--- config.mk ---
export PLATFORM = sky130hd
export DESIGN_NAME = prio_encoder_drain_flat
export DESIGN_NICKNAME = d
export VERILOG_FILES = /design/src/rtl/prio_encoder_drain_if.sv /design/src/rtl/prio_encoder_drain.sv /design/src/flat_wrapper.sv
export SDC_FILE = /design/constraint.sdc
export NUM_CORES = 1
export LEC_CHECK = 0
export ABC_AREA = 1
export CAP_MARGIN = 20
export CORE_ASPECT_RATIO = 1.25
export CORE_UTILIZATION = 35
export CTS_CLUSTER_SIZE = 25
export DETAILED_ROUTE_END_ITERATION = 6
export GPL_TIMING_DRIVEN = 0
export MAX_ROUTING_LAYER = met4
export PLACE_DENSITY_LB_ADDON = 0.2
export SLEW_MARGIN = 40
export SYNTH_ARGS = -nofsm -noshare
export SYNTH_HDL_FRONTEND = slang
export SYNTH_SLANG_ARGS = --single-unit
--- constraint.sdc ---
create_clock -name clk -period 3.8 [get_ports clk]
set_input_delay 0.76 -clock clk [delete_from_list [all_inputs] [get_ports clk]]
set_output_delay 0.76 -clock clk [all_outputs]
set_load 0.1 [all_outputs]
--- src/rtl/prio_encoder_drain_if.sv ---
// Handshake bundle for prio_encoder_drain: request vector in, serialised index stream out.
// out_remain is present only when PRIO_ENC_COUNT_EN is defined.
interface prio_encoder_drain_if #(
    parameter int N = 8
);
    localparam int W = $clog2(N);

    logic         in_valid;
    logic         in_ready;
    logic [N-1:0] in_vec;
    logic         out_valid;
    logic         out_ready;
    logic [W-1:0] out_idx;
    logic         out_last;
    logic         out_none;
`ifdef PRIO_ENC_COUNT_EN
    logic [W:0]   out_remain;
`endif

    modport master (
`ifdef PRIO_ENC_COUNT_EN
        input  out_remain,
`endif
        output in_valid, in_vec, out_ready,
        input  in_ready, out_valid, out_idx, out_last, out_none
    );

    modport slave (
`ifdef PRIO_ENC_COUNT_EN
        output out_remain,
`endif
        input  in_valid, in_vec, out_ready,
        output in_ready, out_valid, out_idx, out_last, out_none
    );
endinterface

--- src/rtl/prio_encoder_drain.sv ---
// Registered priority encoder that drains a captured multi-hot vector as a stream of indices.
// Optional feature macro: PRIO_ENC_COUNT_EN (adds out_remain = bits left including current beat).
module prio_encoder_drain #(
    parameter int N         = 8,
    parameter bit MSB_FIRST = 1'b0
) (
    input  logic                clk,
    input  logic                rst_n,
    prio_encoder_drain_if.slave bus
);
    localparam int W = $clog2(N);

    localparam logic [0:0] IDLE = 1'b0;
    localparam logic [0:0] BUSY = 1'b1;

    logic [0:0]   r_state;
    logic [N-1:0] r_vec;

    logic         w_busy;
    logic [W-1:0] w_idx;
    logic [N-1:0] w_onehot;
    logic         w_last;
    logic         w_none;
    logic         w_hs;
    logic         w_accept;

    assign w_busy = (r_state == BUSY);

    // The last matching bit in scan order wins, so scan away from the priority end.
    always_comb begin
        w_idx = '0;
        if (MSB_FIRST) begin
            for (int i = 0; i < N; i++) begin
                if (r_vec[i]) w_idx = W'(i);
            end
        end else begin
            for (int i = N - 1; i >= 0; i--) begin
                if (r_vec[i]) w_idx = W'(i);
            end
        end
    end

    assign w_onehot = N'(1) << w_idx;
    assign w_last   = ((r_vec & (r_vec - N'(1))) == '0);
    assign w_none   = (r_vec == '0);
    assign w_hs     = w_busy & bus.out_ready;
    assign w_accept = bus.in_valid & bus.in_ready;

    assign bus.in_ready  = rst_n & (~w_busy | (w_last & bus.out_ready));
    assign bus.out_valid = w_busy;
    assign bus.out_idx   = w_busy ? w_idx : '0;
    assign bus.out_last  = w_busy & w_last;
    assign bus.out_none  = w_busy & w_none;

    // An accept while busy can only coincide with the last-beat handshake, so it simply reloads.
    always_ff @(posedge clk or negedge rst_n) begin
        if (!rst_n) begin
            r_state <= IDLE;
            r_vec   <= '0;
        end else if (w_accept) begin
            r_state <= BUSY;
            r_vec   <= bus.in_vec;
        end else if (w_hs) begin
            if (w_last) begin
                r_state <= IDLE;
                r_vec   <= '0;
            end else begin
                r_vec   <= r_vec & ~w_onehot;
            end
        end
    end

`ifdef PRIO_ENC_COUNT_EN
    localparam int WC = W + 1;

    logic [W:0] w_count;

    always_comb begin
        w_count = '0;
        for (int i = 0; i < N; i++) begin
            w_count = w_count + WC'(r_vec[i]);
        end
    end

    assign bus.out_remain = w_busy ? w_count : '0;
`endif

endmodule
--- src/flat_wrapper.sv ---
// flat-port wrapper written by rule: the top's interface ports become plain ports
module prio_encoder_drain_flat 
#(
    parameter int N         = 8,
    parameter bit MSB_FIRST = 1'b0
)
  (clk, rst_n, bus_in_valid, bus_in_vec, bus_out_ready, bus_in_ready, bus_out_valid, bus_out_idx, bus_out_last, bus_out_none);
  prio_encoder_drain_if #(.N(N)) bus_i ();
  input  logic clk;
  input  logic rst_n;
  input wire logic [$bits(bus_i.in_valid)-1:0] bus_in_valid;
  input wire logic [$bits(bus_i.in_vec)-1:0] bus_in_vec;
  input wire logic [$bits(bus_i.out_ready)-1:0] bus_out_ready;
  output wire logic [$bits(bus_i.in_ready)-1:0] bus_in_ready;
  output wire logic [$bits(bus_i.out_valid)-1:0] bus_out_valid;
  output wire logic [$bits(bus_i.out_idx)-1:0] bus_out_idx;
  output wire logic [$bits(bus_i.out_last)-1:0] bus_out_last;
  output wire logic [$bits(bus_i.out_none)-1:0] bus_out_none;
  assign bus_i.in_valid = bus_in_valid;
  assign bus_i.in_vec = bus_in_vec;
  assign bus_i.out_ready = bus_out_ready;
  assign bus_in_ready = bus_i.in_ready;
  assign bus_out_valid = bus_i.out_valid;
  assign bus_out_idx = bus_i.out_idx;
  assign bus_out_last = bus_i.out_last;
  assign bus_out_none = bus_i.out_none;
  prio_encoder_drain #(.N(N), .MSB_FIRST(MSB_FIRST)) u_core (.clk(clk), .rst_n(rst_n), .bus(bus_i));
endmodule
==> results by group <==
Drt
  – Total wire length: 1554 um
  – Drt via density: 4.966
  – Post-route ant nets: 0
  – Per-cell routed wire length: 10.64 um
  – Vias: 725
  – # DRC: 0
  – DRT Pass-1 Iters: 4
  – DRT iter0 DRCs: 12

Floorplan
  – Boundary Pins: 19
  – Die height: 51.13 um
  – Starting Density: 0.3782
  – Die area: 0.002111 mm^2
  – Row Count: 17
  – Core area: 0.001787 mm^2
  – Die W: 41.30 um

Logic synthesis
  – Post-synth top area share: 0.3333
  – Syn nets: 117
  – Synth warn: 0
  – Synth area leaders: dfrtp_1 33%, nand2_1 25%, inv_1 5.6%
  – Post-synthesis cell type count: 20
  – Mapped Area: 675.6 um^2
  – Syn Inst Count: 105
  – Post-synth top area cell: dfrtp_1
  – Syn Area/Cell: 6.435 um^2
  – Yosys reg bits: 9
  – Seq/Total Area, Yosys: 0.3333

Clock tree
  – CTS Root Cell: clkbuf_4
  – CTS-repair resized insts: 0
  – Clk slew on worst S/H paths: 0.06 ns
  – Skew-Pair Late Insertion Delay: 0.26 ns
  – CTS buffer count: 3
  – H-tree lvl count: 1
  – CTS max path bufs: 2
  – Hold Buf Count CTS: 0
  – Clock sink count: 9
  – # Post-CTS Setup Buffers: 0
  – CTS tree: done

Placement
  – Detailed placer's ending HPWL: 1273 um
  – Placed Cells: 142
  – Buffers on Ports: 18
  – Final Wtd Congestion: 0.8621

Layout
  – FF+latch area: 225.2 um^2
  – Finished Layout Cells: 146
  – Area taken by multi-input logic gates: 410.4 um^2
  – Nets: 140
  – Layout filler cell count: 210
  – Synth-to-layout area growth: 31.30%
  – # diodes: 0
  – Ratio of cells with drive above 1 in the final layout: 0.2047

Hold path
  – Hold_sp: u_core.r_vec[4]
  – Worst min path class: reg2reg

Critical path
  – CP required: 3.04 ns
  – CP startpoint: rst_n
  – CP Capture Type: output pin
  – Crit Path Max Fanout: 10
  – Crit Path Class: in2out
  – Reg2reg start: u_core.r_vec[3]
  – Startpoint types: input port
  – Critical Path AT: 2.35 ns

STA
  – Clock period minus worst slack: 3.114 ns
  – Final hold violation count: 0
  – Unrepaired setup endpoints after global routing: no
  – Max_slew headroom: 0.6781
  – Final setup viols: 0
  – Clock Skew: 0.0001440 ns
  – Period utilisation layout: 0.8195
  – Slew Limit Fails: 0
  – Slew @ Worst Pin: 0.4863 ns
  – Max Clk Rate: 0.3211 GHz

Global routing
  – Largest net degree at the start of global routing: 11
  – First-pass GRT wire length: 2746 um
  – Number of global-route vias before repair: 702
  – Initial antenna violation count: 0
  – Grt total ovfl: 0
  – Total GRT Usage: 0.1907

Run status
  – Outcome: completed

Flow run
  – Max_cap viols: 0
==> cell usage in the layout (no fill, tap or decap) <==
cell type	n
a211oi_2	1
a21oi_1	1
and2_1	1
buf_2	8
clkbuf_1	1
clkbuf_4	3
clkdlybuf4s50_1	11
dfrtp_1	9
inv_1	10
inv_2	2
inv_4	1
nand2_1	45
nand2_4	2
nand3_1	5
nand3_2	1
nand3_4	1
nand4_1	6
nor2_1	9
nor2_2	5
nor3_2	1
nor4_2	1
o211ai_1	1
o21ai_0	2
==> state kept, by name, indices dropped and copies added, names as in the netlist <==
name and cells:
u_core.bus.out_valid 1, u_core.r_vec 8
==> worst paths after layout <==
check | slack [ns] | cells after the start | end
min | 0.52 | 2 | u_core.r_vec[4]
max | 0.69 | 4 | bus_in_ready
max in group asynchronous | 2.67 | 1 | u_core.r_vec[3]
max reg2reg | 1.92 | 12 | u_core.r_vec[5]
min in group asynchronous | 0.82 | 1 | u_core.r_vec[0]
min reg2reg | 0.52 | 2 | u_core.r_vec[4]
==> worst max-delay path, cell delays in order <==
cell and delay [ns]:
clkdlybuf4s50_1 0.75, buf_2 0.27, and2_1 0.14, buf_2 0.42
==> metrics by stage <==
stage / hold WS, ns / util / setup slack [ns] / instance area (um^2) / setup TNS, ns
floorplan: 0.4644 / - / -0.03329 / 691.9 / -0.03329
global placement: 0.5033 / 0.5014 / -0.03851 / 895.9 / -0.03851
detailed placement: 0.5028 / 0.4818 / 0.6528 / 860.8 / 0
CTS: 0.5192 / 0.4965 / 0.6485 / 887.1 / 0
global route: 0.5711 / 0.4965 / 0.5727 / 887.1 / 0
finish: 0.5211 / 0.4965 / 0.6860 / 887.1 / 0
==> cell type report <==
cell class,instances,area share
buffer,1,0.005642
clock buffer,4,0.02962
inverter,13,0.05783
multi-input combinational,82,0.4626
sequential,9,0.2539
tap,19,0.02680
timing repair buffer,18,0.1636
==> layer usage <==
| layer | track usage | vias to the layer above | share of wire |
|---|---|---|---|
| li1 | - | 377 | - |
| met1 | 0.2280 | 323 | 0.44 |
| met2 | 0.3151 | 21 | 0.50 |
| met3 | 0.02609 | 4 | 0.050 |
| met4 | 0.06452 | 0 | 0.014 |
| met5 | - | - | 0 |
==> synthesized netlist by cell type (all sizes together) <==
cell / instances
inv: 13
nor2: 14
a21oi: 1
buf: 1
o21ai: 2
nand3: 7
nor4: 1
nand2: 47
nor3: 1
nand4: 6
dfrtp: 9
and2: 1
a211oi: 1
o211ai: 1
==> cells by family (layout without fill, tap and decap cells) <==
group / Yosys count / in the layout / share of synthesized area
AOI/OAI and AO/OA: 5 / 5 / 0.04445
buffers and inverters: 14 / 36 / 0.08334
DFF: 9 / 9 / 0.3333
and+or+nand+nor: 77 / 77 / 0.5389
Power is not shown: default switching activity piles up to over one toggle a cycle in this logic, so the estimate is an artifact.
